File: src/rtl/linear_network_multicast_scheduler_pkg.sv
// Shared definitions for the multicast scheduler: default sizes, FSM encoding
// and helpers for slicing the flattened requester buses.
package linear_network_multicast_scheduler_pkg;

    localparam int DEFAULT_DATA_WIDTH = 32;
    localparam int DEFAULT_NUM_NODE   = 4;
    localparam int DEFAULT_NUM_REQ    = 3;
    localparam int CMD_WIDTH          = DEFAULT_NUM_NODE;

    typedef enum logic {
        IDLE = 1'b0,
        HOLD = 1'b1
    } state_t;

    // LSB position of requester idx inside a flattened bus of width-bit fields
    function automatic int slice_lsb(input int idx, input int width);
        return idx * width;
    endfunction

    function automatic int rr_next(input int idx, input int count);
        return (idx == count - 1) ? 0 : idx + 1;
    endfunction

endpackage

File: src/rtl/linear_network_multicast_scheduler_if.sv
// Requester handshake and network-side bus of the multicast scheduler.
// The scheduler uses the slave modport; the driving environment uses master.
interface linear_network_multicast_scheduler_if
    import linear_network_multicast_scheduler_pkg::*;
#(
    parameter int DATA_WIDTH = DEFAULT_DATA_WIDTH,
    parameter int NUM_NODE   = CMD_WIDTH,
    parameter int NUM_REQ    = DEFAULT_NUM_REQ
) ();

    logic [NUM_REQ-1:0]            i_req_valid;
    logic [NUM_REQ*DATA_WIDTH-1:0] i_req_data;
    logic [NUM_REQ*NUM_NODE-1:0]   i_req_dest;
    logic [NUM_REQ-1:0]            o_req_ready;
    logic [NUM_NODE-1:0]           i_node_ready;
    logic                          o_net_valid;
    logic                          o_net_en;
    logic [DATA_WIDTH-1:0]         o_net_data_bus;
    logic [NUM_NODE-1:0]           o_net_cmd;
    logic                          o_busy;

    modport slave (
        input  i_req_valid, i_req_data, i_req_dest, i_node_ready,
        output o_req_ready, o_net_valid, o_net_en, o_net_data_bus, o_net_cmd, o_busy
    );

    modport master (
        output i_req_valid, i_req_data, i_req_dest, i_node_ready,
        input  o_req_ready, o_net_valid, o_net_en, o_net_data_bus, o_net_cmd, o_busy
    );

endinterface

File: src/rtl/linear_network_multicast_scheduler_rr_arbiter_onehot.sv
// Round-robin arbiter with one-hot grant; the search starts at the internal
// pointer, which moves to just past the winner whenever a grant is issued.
module rr_arbiter_onehot
    import linear_network_multicast_scheduler_pkg::*;
#(
    parameter int NUM_REQ = DEFAULT_NUM_REQ
) (
    input  logic               clk,
    input  logic               rst,
    input  logic [NUM_REQ-1:0] req,
    input  logic               en,
    output logic [NUM_REQ-1:0] grant
);

    localparam int PTR_W = (NUM_REQ > 1) ? $clog2(NUM_REQ) : 1;

    logic [PTR_W-1:0] ptr;
    logic             found;
    int               win;

    // Two passes emulate the wrap-around: first indices at/after ptr, then below it
    always_comb begin
        grant = '0;
        found = 1'b0;
        win   = 0;
        for (int j = 0; j < NUM_REQ; j++) begin
            if (!found && req[j] && (j >= int'(ptr))) begin
                found    = 1'b1;
                win      = j;
                grant[j] = en;
            end
        end
        for (int j = 0; j < NUM_REQ; j++) begin
            if (!found && req[j] && (j < int'(ptr))) begin
                found    = 1'b1;
                win      = j;
                grant[j] = en;
            end
        end
    end

    always_ff @(posedge clk) begin
        if (rst) begin
            ptr <= '0;
        end else if (en && found) begin
            ptr <= PTR_W'(rr_next(win, NUM_REQ));
        end
    end

endmodule

File: src/rtl/linear_network_multicast_scheduler.sv
// Shares one linear multicast network among several requesters through a
// single holding register; multicasts are split across cycles by node ready.
module linear_network_multicast_scheduler
    import linear_network_multicast_scheduler_pkg::*;
#(
    parameter int DATA_WIDTH = DEFAULT_DATA_WIDTH,
    parameter int NUM_NODE   = CMD_WIDTH,
    parameter int NUM_REQ    = DEFAULT_NUM_REQ
) (
    input logic                                 clk,
    input logic                                 rst,
    linear_network_multicast_scheduler_if.slave bus
);

    state_t                state;
    logic [DATA_WIDTH-1:0] hold_data;
    logic [NUM_NODE-1:0]   hold_mask;
    logic                  net_valid;
    logic [DATA_WIDTH-1:0] net_data;
    logic [NUM_NODE-1:0]   net_cmd;

    logic                  hold_vld;
    logic [NUM_NODE-1:0]   send_mask;
    logic                  finishing;
    logic                  can_load;
    logic [NUM_REQ-1:0]    grant;
    logic                  load_fire;
    logic [DATA_WIDTH-1:0] load_data;
    logic [NUM_NODE-1:0]   load_dest;

    assign hold_vld  = (state == HOLD);
    assign send_mask = hold_vld ? (hold_mask & bus.i_node_ready) : '0;
    assign finishing = hold_vld && ((hold_mask & ~bus.i_node_ready) == '0);
    assign can_load  = !hold_vld || finishing;
    assign load_fire = |grant;

    rr_arbiter_onehot #(
        .NUM_REQ (NUM_REQ)
    ) u_arb (
        .clk   (clk),
        .rst   (rst),
        .req   (bus.i_req_valid),
        .en    (can_load && !rst),
        .grant (grant)
    );

    // Grant is one-hot, so OR-ing the gated fields selects the winner's payload
    always_comb begin
        load_data = '0;
        load_dest = '0;
        for (int r = 0; r < NUM_REQ; r++) begin
            if (grant[r]) begin
                load_data = load_data | bus.i_req_data[slice_lsb(r, DATA_WIDTH) +: DATA_WIDTH];
                load_dest = load_dest | bus.i_req_dest[slice_lsb(r, NUM_NODE) +: NUM_NODE];
            end
        end
    end

    always_ff @(posedge clk) begin
        if (rst) begin
            state     <= IDLE;
            hold_data <= '0;
            hold_mask <= '0;
            net_valid <= 1'b0;
            net_data  <= '0;
            net_cmd   <= '0;
        end else begin
            if (send_mask != '0) begin
                net_valid <= 1'b1;
                net_data  <= hold_data;
                net_cmd   <= send_mask;
            end else begin
                net_valid <= 1'b0;
                net_cmd   <= '0;
            end
            hold_mask <= hold_mask & ~send_mask;
            // A zero-destination request completes its handshake but is never held
            if (load_fire) begin
                hold_data <= load_data;
                hold_mask <= load_dest;
                state     <= (load_dest != '0) ? HOLD : IDLE;
            end else if (finishing) begin
                state <= IDLE;
            end
        end
    end

    assign bus.o_req_ready    = grant;
    assign bus.o_net_valid    = net_valid;
    assign bus.o_net_en       = net_valid;
    assign bus.o_net_data_bus = net_data;
    assign bus.o_net_cmd      = net_cmd;
    assign bus.o_busy         = hold_vld;

endmodule

File: src/flat_wrapper.sv
// flat-port wrapper written by rule: the top's interface ports become plain ports
module linear_network_multicast_scheduler_flat import linear_network_multicast_scheduler_pkg::*;
#(
    parameter int DATA_WIDTH = DEFAULT_DATA_WIDTH,
    parameter int NUM_NODE   = CMD_WIDTH,
    parameter int NUM_REQ    = DEFAULT_NUM_REQ
)
  (clk, rst, bus_i_req_valid, bus_i_req_data, bus_i_req_dest, bus_i_node_ready, bus_o_req_ready, bus_o_net_valid, bus_o_net_en, bus_o_net_data_bus, bus_o_net_cmd, bus_o_busy);
  linear_network_multicast_scheduler_if #(.DATA_WIDTH(DATA_WIDTH), .NUM_NODE(NUM_NODE), .NUM_REQ(NUM_REQ)) bus_i ();
  input logic clk;
  input logic rst;
  input wire logic [$bits(bus_i.i_req_valid)-1:0] bus_i_req_valid;
  input wire logic [$bits(bus_i.i_req_data)-1:0] bus_i_req_data;
  input wire logic [$bits(bus_i.i_req_dest)-1:0] bus_i_req_dest;
  input wire logic [$bits(bus_i.i_node_ready)-1:0] bus_i_node_ready;
  output wire logic [$bits(bus_i.o_req_ready)-1:0] bus_o_req_ready;
  output wire logic [$bits(bus_i.o_net_valid)-1:0] bus_o_net_valid;
  output wire logic [$bits(bus_i.o_net_en)-1:0] bus_o_net_en;
  output wire logic [$bits(bus_i.o_net_data_bus)-1:0] bus_o_net_data_bus;
  output wire logic [$bits(bus_i.o_net_cmd)-1:0] bus_o_net_cmd;
  output wire logic [$bits(bus_i.o_busy)-1:0] bus_o_busy;
  assign bus_i.i_req_valid = bus_i_req_valid;
  assign bus_i.i_req_data = bus_i_req_data;
  assign bus_i.i_req_dest = bus_i_req_dest;
  assign bus_i.i_node_ready = bus_i_node_ready;
  assign bus_o_req_ready = bus_i.o_req_ready;
  assign bus_o_net_valid = bus_i.o_net_valid;
  assign bus_o_net_en = bus_i.o_net_en;
  assign bus_o_net_data_bus = bus_i.o_net_data_bus;
  assign bus_o_net_cmd = bus_i.o_net_cmd;
  assign bus_o_busy = bus_i.o_busy;
  linear_network_multicast_scheduler #(.DATA_WIDTH(DATA_WIDTH), .NUM_NODE(NUM_NODE), .NUM_REQ(NUM_REQ)) u_core (.clk(clk), .rst(rst), .bus(bus_i));
endmodule
File: config.mk
export PLATFORM = sky130hd
export DESIGN_NAME = linear_network_multicast_scheduler_flat
export DESIGN_NICKNAME = d
export VERILOG_FILES = /design/src/rtl/linear_network_multicast_scheduler_pkg.sv /design/src/rtl/linear_network_multicast_scheduler_if.sv /design/src/rtl/linear_network_multicast_scheduler_rr_arbiter_onehot.sv /design/src/rtl/linear_network_multicast_scheduler.sv /design/src/flat_wrapper.sv
export SDC_FILE = /design/constraint.sdc
export NUM_CORES = 1
export LEC_CHECK = 0
export ABC_AREA = 1
export CORE_ASPECT_RATIO = 1.2
export CORE_MARGIN = 5
export CORE_UTILIZATION = 38
export CTS_CLUSTER_DIAMETER = 100
export CTS_CLUSTER_SIZE = 16
export DETAILED_ROUTE_END_ITERATION = 10
export PLACE_DENSITY = 0.74
export SLEW_MARGIN = 5
export SYNTH_ARGS = -nofsm -noshare
export SYNTH_HDL_FRONTEND = slang
export SYNTH_SLANG_ARGS = --single-unit
export TNS_END_PERCENT = 1
File: constraint.sdc
create_clock -name clk -period 2.8 [get_ports clk]
set_input_delay 0.56 -clock clk [delete_from_list [all_inputs] [get_ports clk]]
set_output_delay 0.56 -clock clk [all_outputs]
set_load 0.02 [all_outputs]
==> out/metrics.yaml <==
sta:
  slew-limit-headroom: 0.677
  post-route-period-util: 0.934
  period_minus_slack_ns: 2.62
  fin_skew_ns: 0.00734
  setup_ws_ns: 0.185
  final-hold-violation-count: 0
  drv_slew: 0
  rsz0062_at_grt: "no"
  tightest_slew_ns: 0.480
  max_freq_mhz: 382
  setup_violations: 0
power:
  power_w: 0.00295
  peakVddDrop_v: 0.000222
  power.leakage_nw: 2.11
  pwr_density_cell_mw_per_mm2: 561
floorplanning:
  start_util: 0.389
  io_pins: 159
  placeableCoreArea_mm2: 0.00861
  dieArea_mm2: 0.0108
  core.rowCount: 37
  die_y_um: 113
  die_width_um: 95.7
clock_network:
  clockBufferDepth: 2
  root_buffer: "clkbuf_8"
  cts.sinks: 76
  cts_made_buffers: 9
  clkLatencyLatePin_ns: 0.35
  cts_setup_buffers: 0
  clk_pin_slew_ns: 0.08
  htree_levels: 3
  tritoncts: "built"
layout:
  nFillCells: 823
  final_util: 0.610
  final_common_cell: "clkdlybuf4s50_1"
  syn_to_final_growth_pct: 56.7
  n_antenna_cell: 0
  multi_input_area_mm2: 0.00159
  final_nets: 749
  ff_latch_area_mm2: 0.00152
  layout_common_cells: "clkdlybuf4s50_1 (154), nand2_1 (135), nor2_1 (80)"
  drive_gt1_frac: 0.0597
routing:
  drt_first_pass_iters: 4
  vias: 3725
  drc: 0
  vias_per_cell: 4.95
  ant_nets: 0
  routed_wl_mm: 11.0
  first_iter_violations: 140
  routedWlPerCell_um: 14.7
placement:
  gp_congestion: 0.861
  pre_cts_ws_ns: -0.110
  io_buffers: 158
  hpwl_mm: 7.91
grt:
  grt_pass1_vias: 3657
  grt_pass1_wl_mm: 17.8
  antenna_found_initial: 0
  grt_use_total: 0.207
  gr-total-overflow: 0
  grt_start_max_net_pins: 42
logic_synthesis:
  synth_fp_nets: 596
  ys_ff_latch: 76
  yosysUniqueCellTypes: 23
  synth_warnings: 0
  synthesis.area_mm2: 0.00335
  avgSynthCellArea_um2: 7.00
  yosysSeqAreaShare: 0.454
  synthCells: 479
setup_path:
  start_kind: "input port"
  arrival_ns: 2.06
  rr_startpoint: "u_core.hold_mask[2]$_SDFF_PP0_"
  crit_path_end_kind: "output pin"
  cp_common_cell: "nand2_1"
  r2r_cells: 10
  reg2reg_setup_slack_ns: 0.82
  cp_num_buf_inv: 4
  critPathKind: "in2out"
  startpoint: "bus_i_node_ready[2]"
  crit_required_ns: 2.24
  cp_max_fo: 4
  crit_family: "buffers and inverters"
  max_stage_delay_ns: 0.48
  reg2reg_to: "u_core.hold_data[21]$_SDFFE_PP0P_"
  crit_chain: "clkdlybuf4s50_1, inv_1, nand2_1, nand2_1, nor2_1, nor2_2, nor2_8, nand2_1, clkinv_1, dlygate4sd2_1"
  endpoint: "bus_o_req_ready[0]"
  cp.depth: 10
  slowest_stage: "clkdlybuf4s50_1"
outcome:
  status: "completed"
flow_run:
  drv_cap: 0
worst_hold_path:
  hold_path.class: "reg2reg"
==> registers in the layout, indices dropped and copies added (netlist names) <==
register                   count
u_core.bus.o_net_cmd           4
u_core.bus.o_net_data_bus     32
u_core.bus.o_busy              1
u_core.hold_mask               4
u_core.hold_data              32
u_core.u_arb.ptr               2
u_core.bus.o_net_en            1
==> logic make-up (layout without fill, tap and decap cells) <==
family	count (synthesis)	after routing	synth area share
flip-flops	76	76	0.454
buffers and inverters	56	213	0.0732
AND/OR/NAND/NOR	273	273	0.342
AO/OA/AOI/OAI	74	74	0.131
==> worst min-delay path: cells and delay by family (launching register included) <==
family | cells | cell delay (ns)
flops | 1 | 0.31
compound gates | 1 | 0.05
buf+inv | 1 | 0.05
==> area by class of cell <==
type                            count  share of cell area
Timing Repair Buffer              171               0.318
Multi-Input combinational cell    347               0.303
Sequential cell                    76               0.290
Clock buffer                       11              0.0288
Tap cell                          117              0.0279
Inverter                           27              0.0193
Clock inverter                      4              0.0138
==> routing by layer <==
metal  vias to the layer above  wire length, µm  track usage
li1                       1869                -            -
met1                      1685             4320        0.242
met2                       155             5420        0.355
met3                        16             1140       0.0625
met4                         0              159       0.0731
met5                         -                0            0
==> report_power, final <==
group	switching (W)	total, W	internal (W)
Combinational	0.000384	0.000751	0.000367
Clock	0.000397	0.000942	0.000544
Sequential	0.0000618	0.00126	0.00119
==> what timing repair did <==
item | 4_1_cts | 5_1_grt
hold buffers | 0 | 0
gates resized for setup | 3 | 0
setup endpoints to repair | 3 | 0
==> synth_stat cells <==
cell / n / area share
a21oi_1: 18 / 0.027
a31oi_1: 5 / 0.0093
a41oi_1: 16 / 0.042
and3_1: 12 / 0.022
buf_1: 4 / 0.0045
buf_2: 10 / 0.015
buf_4: 6 / 0.013
clkbuf_1: 9 / 0.010
clkinv_1: 1 / 0.0011
dfxtp_1: 76 / 0.45
inv_1: 23 / 0.026
inv_2: 3 / 0.0034
nand2_1: 135 / 0.15
nand2_2: 2 / 0.0037
nand2_4: 1 / 0.0034
nand3_1: 33 / 0.049
nand4_1: 7 / 0.013
nor2_1: 80 / 0.090
nor2_2: 1 / 0.0019
nor2_8: 1 / 0.0060
nor3_1: 1 / 0.0015
o21ai_0: 34 / 0.051
o31ai_1: 1 / 0.0022
==> how the worst min path moves through the flow <==
stage | start | end | depth (start not counted)
floorplan | u_core.hold_data[31]$_SDFFE_PP0P_ | u_core.bus.o_net_data_bus[31]$_SDFFE_PP0N_ | 2
global placement | u_core.hold_data[31]$_SDFFE_PP0P_ | u_core.bus.o_net_data_bus[31]$_SDFFE_PP0N_ | 2
detailed placement | u_core.hold_data[31]$_SDFFE_PP0P_ | u_core.bus.o_net_data_bus[31]$_SDFFE_PP0N_ | 2
CTS | u_core.hold_data[31]$_SDFFE_PP0P_ | u_core.bus.o_net_data_bus[31]$_SDFFE_PP0N_ | 2
global route | u_core.hold_data[31]$_SDFFE_PP0P_ | u_core.bus.o_net_data_bus[31]$_SDFFE_PP0N_ | 2
finish | u_core.hold_data[31]$_SDFFE_PP0P_ | u_core.bus.o_net_data_bus[31]$_SDFFE_PP0N_ | 2
==> metrics by stage <==
| stage | hold slack [ns] | cell area [µm²] | TNS, ns | std cells |
|---|---|---|---|---|
| 2_1_floorplan | 0.424 | 3350 | 0 | 479 |
| 3_3_place_gp | 0.436 | 5030 | -0.208 | 738 |
| 3_5_place_dp | 0.441 | 5030 | -0.307 | 738 |
| 4_1_cts | 0.460 | 5250 | 0 | 753 |
| 5_1_grt | 0.497 | 5250 | 0 | 753 |
| 6_report | 0.456 | 5250 | 0 | 753 |
(Power assumes the default switching activity.)
